--- src/rtl/execute_stage_pkg.sv ---
// Shared types and constants for the execute stage: ALU opcodes, forwarding selects,
// datapath widths, EX/MEM payload structs and the multiplier FSM state encoding.
package execute_stage_pkg;

  localparam int unsigned DataWidth = 19;
  localparam int unsigned RegWidth  = 5;

  localparam logic [1:0] FwdReg     = 2'b00;
  localparam logic [1:0] FwdResultW = 2'b01;
  localparam logic [1:0] FwdAluM    = 2'b10;

  localparam logic [4:0] MulLastIter = 5'(DataWidth - 1);

  typedef enum logic [3:0] {
    AluAdd = 4'd0,
    AluSub = 4'd1,
    AluAnd = 4'd2,
    AluOr  = 4'd3,
    AluXor = 4'd4,
    AluSll = 4'd5,
    AluSrl = 4'd6,
    AluSlt = 4'd7,
    AluMul = 4'd8
  } aluOp_e;

  typedef enum logic [1:0] {
    StIdle = 2'd0,
    StMul  = 2'd1,
    StDone = 2'd2
  } mulState_e;

  typedef struct packed {
    logic                 regWrite;
    logic                 memWrite;
    logic                 resultSrc;
    logic                 cantByte;
    logic [RegWidth-1:0]  rd;
    logic [DataWidth-1:0] writeData;
  } exCtrl_t;

  typedef struct packed {
    exCtrl_t              ctrl;
    logic [DataWidth-1:0] aluResult;
  } exMem_t;

endpackage

--- src/rtl/alu_mul_seq.sv ---
// Iterative shift-add multiplier: one partial-product step per cycle, lower DataWidth bits
// kept. Latches operands and the instruction's control so upstream may change while busy.
module alu_mul_seq
  import execute_stage_pkg::*;
(
  input  logic                 clk,
  input  logic                 reset,
  input  logic                 start,
  input  logic [DataWidth-1:0] opA,
  input  logic [DataWidth-1:0] opB,
  input  exCtrl_t              ctrlIn,
  output logic                 busy,
  output logic                 done,
  output logic [DataWidth-1:0] product,
  output exCtrl_t              ctrlOut
);

  mulState_e            stateQ, stateD;
  logic [4:0]           iterQ;
  logic [DataWidth-1:0] accQ, mcandQ, mplierQ;
  exCtrl_t              ctrlQ;

  always_ff @(posedge clk or posedge reset) begin
    if (reset) stateQ <= StIdle;
    else       stateQ <= stateD;
  end

  always_comb begin
    stateD = stateQ;
    case (stateQ)
      StIdle:  if (start) stateD = StMul;
      StMul:   if (iterQ == MulLastIter) stateD = StDone;
      StDone:  stateD = StIdle;
      default: stateD = StIdle;
    endcase
  end

  always_comb begin
    busy = ((stateQ == StIdle) && start) || (stateQ == StMul);
    done = (stateQ == StDone);
  end

  // Multiplicand walks left, multiplier walks right; bit 0 of the multiplier gates the add.
  always_ff @(posedge clk or posedge reset) begin
    if (reset) begin
      iterQ   <= '0;
      accQ    <= '0;
      mcandQ  <= '0;
      mplierQ <= '0;
      ctrlQ   <= '0;
    end else if ((stateQ == StIdle) && start) begin
      iterQ   <= '0;
      accQ    <= '0;
      mcandQ  <= opA;
      mplierQ <= opB;
      ctrlQ   <= ctrlIn;
    end else if (stateQ == StMul) begin
      if (mplierQ[0]) accQ <= accQ + mcandQ;
      mcandQ  <= mcandQ << 1;
      mplierQ <= mplierQ >> 1;
      iterQ   <= iterQ + 5'd1;
    end
  end

  assign product = accQ;
  assign ctrlOut = ctrlQ;

endmodule

--- src/rtl/execute_stage.sv ---
// Execute stage: operand forwarding, combinational ALU and the EX/MEM pipeline register.
// Define EXECUTE_MUL_EN to build in the multi-cycle multiplier (alu_mul_seq).
module execute_stage
  import execute_stage_pkg::*;
(
  input  logic                 clk,
  input  logic                 reset,
  input  logic                 ValidE,
  input  logic                 RegWriteE,
  input  logic                 MemWriteE,
  input  logic                 ResultSrcE,
  input  logic                 Cant_ByteE,
  input  logic [3:0]           ALUControlE,
  input  logic                 ALUSrcE,
  input  logic [RegWidth-1:0]  RdE,
  input  logic [DataWidth-1:0] RD1E,
  input  logic [DataWidth-1:0] RD2E,
  input  logic [DataWidth-1:0] ImmExtE,
  input  logic [DataWidth-1:0] ResultW,
  input  logic [1:0]           ForwardAE,
  input  logic [1:0]           ForwardBE,
  output logic                 RegWriteM,
  output logic                 MemWriteM,
  output logic                 ResultSrcM,
  output logic                 Cant_ByteM,
  output logic [RegWidth-1:0]  RDM,
  output logic [DataWidth-1:0] WriteDataM,
  output logic [DataWidth-1:0] ALUResultM,
  output logic                 BusyE
);

  logic [DataWidth-1:0] srcA, fwdB, srcB, aluResult;
  logic [4:0]           shamt;
  exCtrl_t              ctrlE;
  exMem_t               exMemQ, exMemD;

  logic                 mulBusy, mulDone;
  logic [DataWidth-1:0] mulProduct;
  exCtrl_t              mulCtrl;

  always_comb begin
    case (ForwardAE)
      FwdResultW: srcA = ResultW;
      FwdAluM:    srcA = ALUResultM;
      default:    srcA = RD1E;
    endcase
    case (ForwardBE)
      FwdResultW: fwdB = ResultW;
      FwdAluM:    fwdB = ALUResultM;
      default:    fwdB = RD2E;
    endcase
    srcB = ALUSrcE ? ImmExtE : fwdB;
  end

  assign shamt = srcB[4:0];

  always_comb begin
    aluResult = '0;
    case (aluOp_e'(ALUControlE))
      AluAdd: aluResult = srcA + srcB;
      AluSub: aluResult = srcA - srcB;
      AluAnd: aluResult = srcA & srcB;
      AluOr:  aluResult = srcA | srcB;
      AluXor: aluResult = srcA ^ srcB;
      AluSll: aluResult = (shamt >= 5'(DataWidth)) ? '0 : (srcA << shamt);
      AluSrl: aluResult = (shamt >= 5'(DataWidth)) ? '0 : (srcA >> shamt);
      AluSlt: aluResult = (srcA < srcB) ? DataWidth'(1) : '0;
      default: aluResult = '0;
    endcase
  end

  always_comb begin
    ctrlE.regWrite  = RegWriteE;
    ctrlE.memWrite  = MemWriteE;
    ctrlE.resultSrc = ResultSrcE;
    ctrlE.cantByte  = Cant_ByteE;
    ctrlE.rd        = RdE;
    ctrlE.writeData = fwdB;
  end

`ifdef EXECUTE_MUL_EN
  alu_mul_seq u_mul (
    .clk     (clk),
    .reset   (reset),
    .start   (ValidE && (ALUControlE == AluMul)),
    .opA     (srcA),
    .opB     (srcB),
    .ctrlIn  (ctrlE),
    .busy    (mulBusy),
    .done    (mulDone),
    .product (mulProduct),
    .ctrlOut (mulCtrl)
  );
`else
  assign mulBusy    = 1'b0;
  assign mulDone    = 1'b0;
  assign mulProduct = '0;
  assign mulCtrl    = '0;
`endif

  assign BusyE = mulBusy;

  // A finishing multiply owns the register for one edge; busy cycles and invalid slots bubble.
  always_comb begin
    exMemD = '0;
    if (mulDone) begin
      exMemD.ctrl      = mulCtrl;
      exMemD.aluResult = mulProduct;
    end else if (!mulBusy && ValidE) begin
      exMemD.ctrl      = ctrlE;
      exMemD.aluResult = aluResult;
    end
  end

  always_ff @(posedge clk or posedge reset) begin
    if (reset) exMemQ <= '0;
    else       exMemQ <= exMemD;
  end

  assign RegWriteM  = exMemQ.ctrl.regWrite;
  assign MemWriteM  = exMemQ.ctrl.memWrite;
  assign ResultSrcM = exMemQ.ctrl.resultSrc;
  assign Cant_ByteM = exMemQ.ctrl.cantByte;
  assign RDM        = exMemQ.ctrl.rd;
  assign WriteDataM = exMemQ.ctrl.writeData;
  assign ALUResultM = exMemQ.aluResult;

endmodule
--- config.mk ---
export PLATFORM = sky130hd
export DESIGN_NAME = execute_stage
export DESIGN_NICKNAME = d
export VERILOG_FILES = /design/src/rtl/execute_stage_pkg.sv /design/src/rtl/alu_mul_seq.sv /design/src/rtl/execute_stage.sv
export SDC_FILE = /design/constraint.sdc
export NUM_CORES = 1
export LEC_CHECK = 0
export CORE_AREA = 2 2 122 124
export CTS_BUF_LIST = sky130_fd_sc_hd__clkbuf_8
export CTS_CLUSTER_SIZE = 24
export DETAILED_ROUTE_END_ITERATION = 16
export DIE_AREA = 0 0 124 126
export PLACE_DENSITY_LB_ADDON = 0.15
export RECOVER_POWER = 100
export SKIP_CTS_REPAIR_TIMING = 1
export SLEW_MARGIN = 10
export SYNTH_ARGS = -nofsm -noshare
export SYNTH_HDL_FRONTEND = slang
export SYNTH_SLANG_ARGS = --single-unit
--- constraint.sdc ---
create_clock -name clk -period 6.4 [get_ports clk]
set_clock_uncertainty 0.15 [all_clocks]
set_input_delay 1.28 -clock clk [delete_from_list [all_inputs] [get_ports clk]]
set_output_delay 1.28 -clock clk [all_outputs]
set_load 0.05 [all_outputs]
### Word-level counts from Yosys, hierarchy flattened

Index checks and enable logic that the tools add are counted.

| word-level totals | value |
|---|---|
| register bits | 47 |
| input bits | 97 |
| output and inout bits | 48 |
| logic and storage cells | 36 |

| operators by class | value |
|---|---|
| add/sub/neg operators | 2 |
| magnitude comparators | 2 |
| equal/unequal tests | 11 |
| shift-type cells | 2 |
| multiplexer cells | 8 |
| bitwise logic cells | 3 |
| reduce and logical (&&, ||, !) cells | 1 |

Operators by type and width:

| operator | count |
|---|---|
| $pmux 19 s8 | 1 |
| $pmux 19 s2 | 2 |
| $mux 19 | 3 |
| $mux 47 | 1 |
| $add 19x19->19 | 1 |
| $and 19x19->19 | 1 |
| $lt 19x19->1 | 1 |
| $or 19x19->19 | 1 |
| $shl 19x5->19 | 1 |
| $shr 19x5->19 | 1 |
| $sub 19x19->19 | 1 |
| $xor 19x19->19 | 1 |
| $eq 4x3->1 const B | 4 |
| $eq 4x2->1 const B | 2 |
| $ge 5x5->1 const B | 1 |
| $eq 2x1->1 const B | 2 |
| $eq 2x2->1 const B | 2 |
| $eq 4x1->1 const B | 1 |
| $logic_not 4->1 | 1 |
| $mux 1 | 1 |

### Longest topological paths before layout

| depth | value |
|---|---|
| depth in word-level cells | 7 |
| mapped depth | 19 |
| depth with buffers taken out | 16 |

### Least setup slack after synthesis

Ideal clock, no wire load.

| timing | value |
|---|---|
| kind | input to register |
| from | input ForwardBE[0] |
| to | register exMemQ (netlist bit ALUResultM[13]) |
| library setup time | 0.070 ns |
| data arrival time | 5.007 ns |
| data required time | 6.180 ns |
| setup slack | 1.174 ns |
| cell stages on the path | 17 |
| path buffers | 4 |
| cells stage by stage | inv_1 ha_1 or2_2 o221a_4 inv_1 buf_2 buf_2 buf_2 ha_1 clkbuf_1 and3_1 a2111oi_2 o311ai_1 a31oi_1 mux2i_1 or4_1 nand3_1 |

RTL lines:

| element | line | source |
|---|---|---|
| start, declared | execute_stage.sv:21 | `input logic [1:0] ForwardBE,` |
| end signal, assigned | execute_stage.sv:117 | `else exMemQ <= exMemD;` |
| end, declared | execute_stage.sv:35 | `exMem_t exMemQ, exMemD;` |

==> impl_metrics.yaml <==
critical_path:
  path_buf_inv: 5
  worstSetupPathType: "in2reg"
  rrSetupSlack_ns: 2.30
  crit_required_ns: 6.45
  crit_chain: "dlygate4sd3_1, inv_1, ha_1, a22o_1, o221a_1, buf_4, clkinv_2, mux2i_1, mux2i_1, mux2i_1, a2111oi_0, buf_4, a2111oi_0, a21oi_1"
  cpMostUsedCell: "mux2i_1"
  r2r-start: "ALUResultM[0]"
  rr_endpoint: "ALUResultM[3]"
  arrival_ns: 5.92
  slowest_stage: "ha_1"
  start_kind: "primary input"
  cp_max_fo: 25
  critPathTopFamily: "compound AO/OA/AOI/OAI gates"
  cp-end-kind: "flop"
  crit_path_max_incr_delay_ns: 0.59
  r2r.worst_path.cells: 11
layout:
  fin_area_mm2: 0.00895
  area_growth_pct: 25.3
  drive_gt1_share_pct: 6.94
  final_util_pct: 62.6
  layout_common_cells: "94 x nand2_1, 93 x clkdlybuf4s50_1, 84 x nor2_1, 71 x a21oi_1, 70 x mux2i_1"
  final_nets: 1262
  final_common_cell: "nand2_1"
route:
  antenna_left: 0
  routed_wl_mm: 30.7
  wl_per_cell_um: 24.0
  drtIter0Drc: 1202
  dr_total_vias: 8334
  viasPerCell: 6.51
  dr.pass1.iters: 6
  drcViolationCount: 0
synth:
  yosys.area_share.simple_pct: 19.6
  syn-cell-area_mm2: 0.00715
  avgSynthCellArea_um2: 7.36
  ys_ff_latch: 47
  yosysWarnings: 0
  synthArstFlopShare_pct: 100
  yosysTopAreaCell: "dfrtp_1"
  synthTopCellsByArea: "dfrtp_1 16%, ha_1 12%, mux2i_1 9.8%"
  synthAdderAreaFrac_pct: 12.6
  synth_top_flop_cell: "dfrtp_1"
  synth_xor_area_share_pct: 1.47
  synth_top_family_by_area: "compound AO/OA/AOI/OAI gates"
  synthMuxAreaShare_pct: 10.8
  syn_nets: 1139
  synth_cell_types: 69
  netlist_instances: 971
  synth.top_cell.area_share_pct: 16.5
  synth_seq_area_share_pct: 16.5
  synth-edff-count: 0
  synth_compound_area_share_pct: 31.3
power_and_ir_drop:
  power.density_mw_per_mm2: 176
  ir_worst_vdd_uv: 100
  pwr-share-comb_pct: 62.7
  p_int_uw: 830
  seq_power_share_pct: 20.6
  p_switching_uw: 745
  clockPowerShare_pct: 16.8
  power.total_uw: 1580
  switching_share_pct: 47.3
  p_leak_uw: 0.00405
sta:
  fin_crit_sh_pct: 91.6
  fmax_mhz: 171
  grt_setup_unrepaired: "no"
  finalMaxSlewViolations: 48
  finalCriticalPeriod_ns: 5.86
  finalSetupTns_ns: 0
  slew_headroom_pct: -29.8
  tightest_slew_ns: 1.95
  hold_viol_final: 0
  setup_viol: 0
  hold_slack_ns: 0.600
placement:
  gp_congestion: 1.05
  hpwlAfterDp_mm: 24.1
  port_buffers: 143
  place_area_mm2: 0.00883
outcome:
  violations: "capacitance limit, slew limit"
  status: "complete, but fails checks"
floorplanning:
  die_height_um: 126
  io-pin-count: 145
  std_cell_rows: 44
  dieWidth_um: 124
  die_area_mm2: 0.0156
  start_util_pct: 49.9
  core_mm2: 0.0143
clock_network:
  h-tree-depth: 2
  cts-root-buf: "clkbuf_8"
  cts_sinks: 47
  clock_path_buffers: 2
  clk_pin_slew_ns: 0.09
  cts_buffers: 5
  cts_tree: "done"
  clock_latency_ns: 0.31
worst_hold_path:
  worst_hold_path.endpoint: "WriteDataM[10]"
  hold_depth: 4
  hold_path_class: "reg2reg"
  min_from: "ALUResultM[10]"
flow_run:
  cap_violations: 1
global_route:
  antenna_found_initial: 1
  grt.total_usage_pct: 38.5
  grt_max_degree: 48
  grt_pass1_vias: 7719
  overflow: 0
  grt_pass1_wl_mm: 45.6
==> flip-flops by register name (all words and copies together) (netlist names) <==
register and cells:
ALUResultM 19, Cant_ByteM 1, MemWriteM 1, RDM 5
RegWriteM 1, ResultSrcM 1, WriteDataM 19
==> kinds of logic after synthesis <==
kind of cell	after synthesis
mux	76
fa+ha+maj	71
flops	47
xor+xnor	12
compound gates	332
simple gates	300
buf+inv	132
other cells	1
==> synthesized netlist by cell type (all sizes together), types with 3 or more instances <==
cell     instances
inv             56
a22oi           44
o21a             5
o21ai           72
a221o            5
a2111oi          7
a31o             4
o211ai          16
o22ai            8
and3             8
nor2            84
nand2           94
ha              69
xor2             3
a211oi          15
clkbuf          39
nor3            18
or2              5
nand4            6
nand2b          12
a41oi            5
o221a            4
a221oi           9
mux2             6
mux2i           70
dfrtp           47
o31ai            4
and2            14
xnor2            9
a21oi           71
nor2b           22
o21bai           7
buf             35
nand3           21
a22o             3
a21o            16
a311oi           3
a31oi           19
or3              6
==> final cells by class <==
type | instances | area, µm²
inverters | 58 | 219
repair buffers | 190 | 1770
clock buffers | 5 | 68.8
clock inverters | 3 | 63.8
multi-input cells | 792 | 5420
fillers | 1302 | 5360
flip-flops and latches | 47 | 1180
diodes | 1 | 2.50
well taps | 184 | 230
==> metrics by stage <==
step           setup WS, ns  instances
5_1_grt               0.283       1280
6_report              0.538       1280
4_1_cts               0.912       1279
3_5_place_dp          0.586       1271
2_1_floorplan          1.17        971
3_3_place_gp          0.619       1271
==> worst max-delay path by stage <==
stage	slack, ns	startpoint	end	cells after the start
floorplan	1.17	ForwardBE[0]	ALUResultM[13]	17
detailed placement	0.59	ForwardBE[0]	ALUResultM[0]	15
global placement	0.62	ForwardBE[0]	ALUResultM[18]	14
global route	0.28	ForwardBE[0]	ALUResultM[3]	14
CTS	0.91	ForwardBE[0]	ALUResultM[0]	15
finish	0.54	ForwardBE[0]	ALUResultM[3]	14
==> power groups by stage <==
stage / Sequential, µW / Clock (µW) / Combinational, µW
floorplan: 389 / 0 / 582
global placement: 330 / 0 / 961
detailed placement: 331 / 0 / 960
CTS: 325 / 268 / 965
global route: 326 / 277 / 1050
finish: 324 / 264 / 987
==> tightest hold or removal path, delay by kind of cell, from the launching register on <==
kind               cells  cell delay, ns
DFF                    1            0.38
and+or+nand+nor        2            0.17
AOI/OAI and AO/OA      2            0.14
==> per-layer routing <==
layer  vias up  global-route usage, %  wire length, µm
met5         -                      0                0
met4         0                   14.6             1230
met3        72                   8.20             3980
met2       605                   56.6            12800
met1      3887                   54.8            12700
li1       3770                      -                -
No activity file was read; power rests on OpenSTA's default activity.
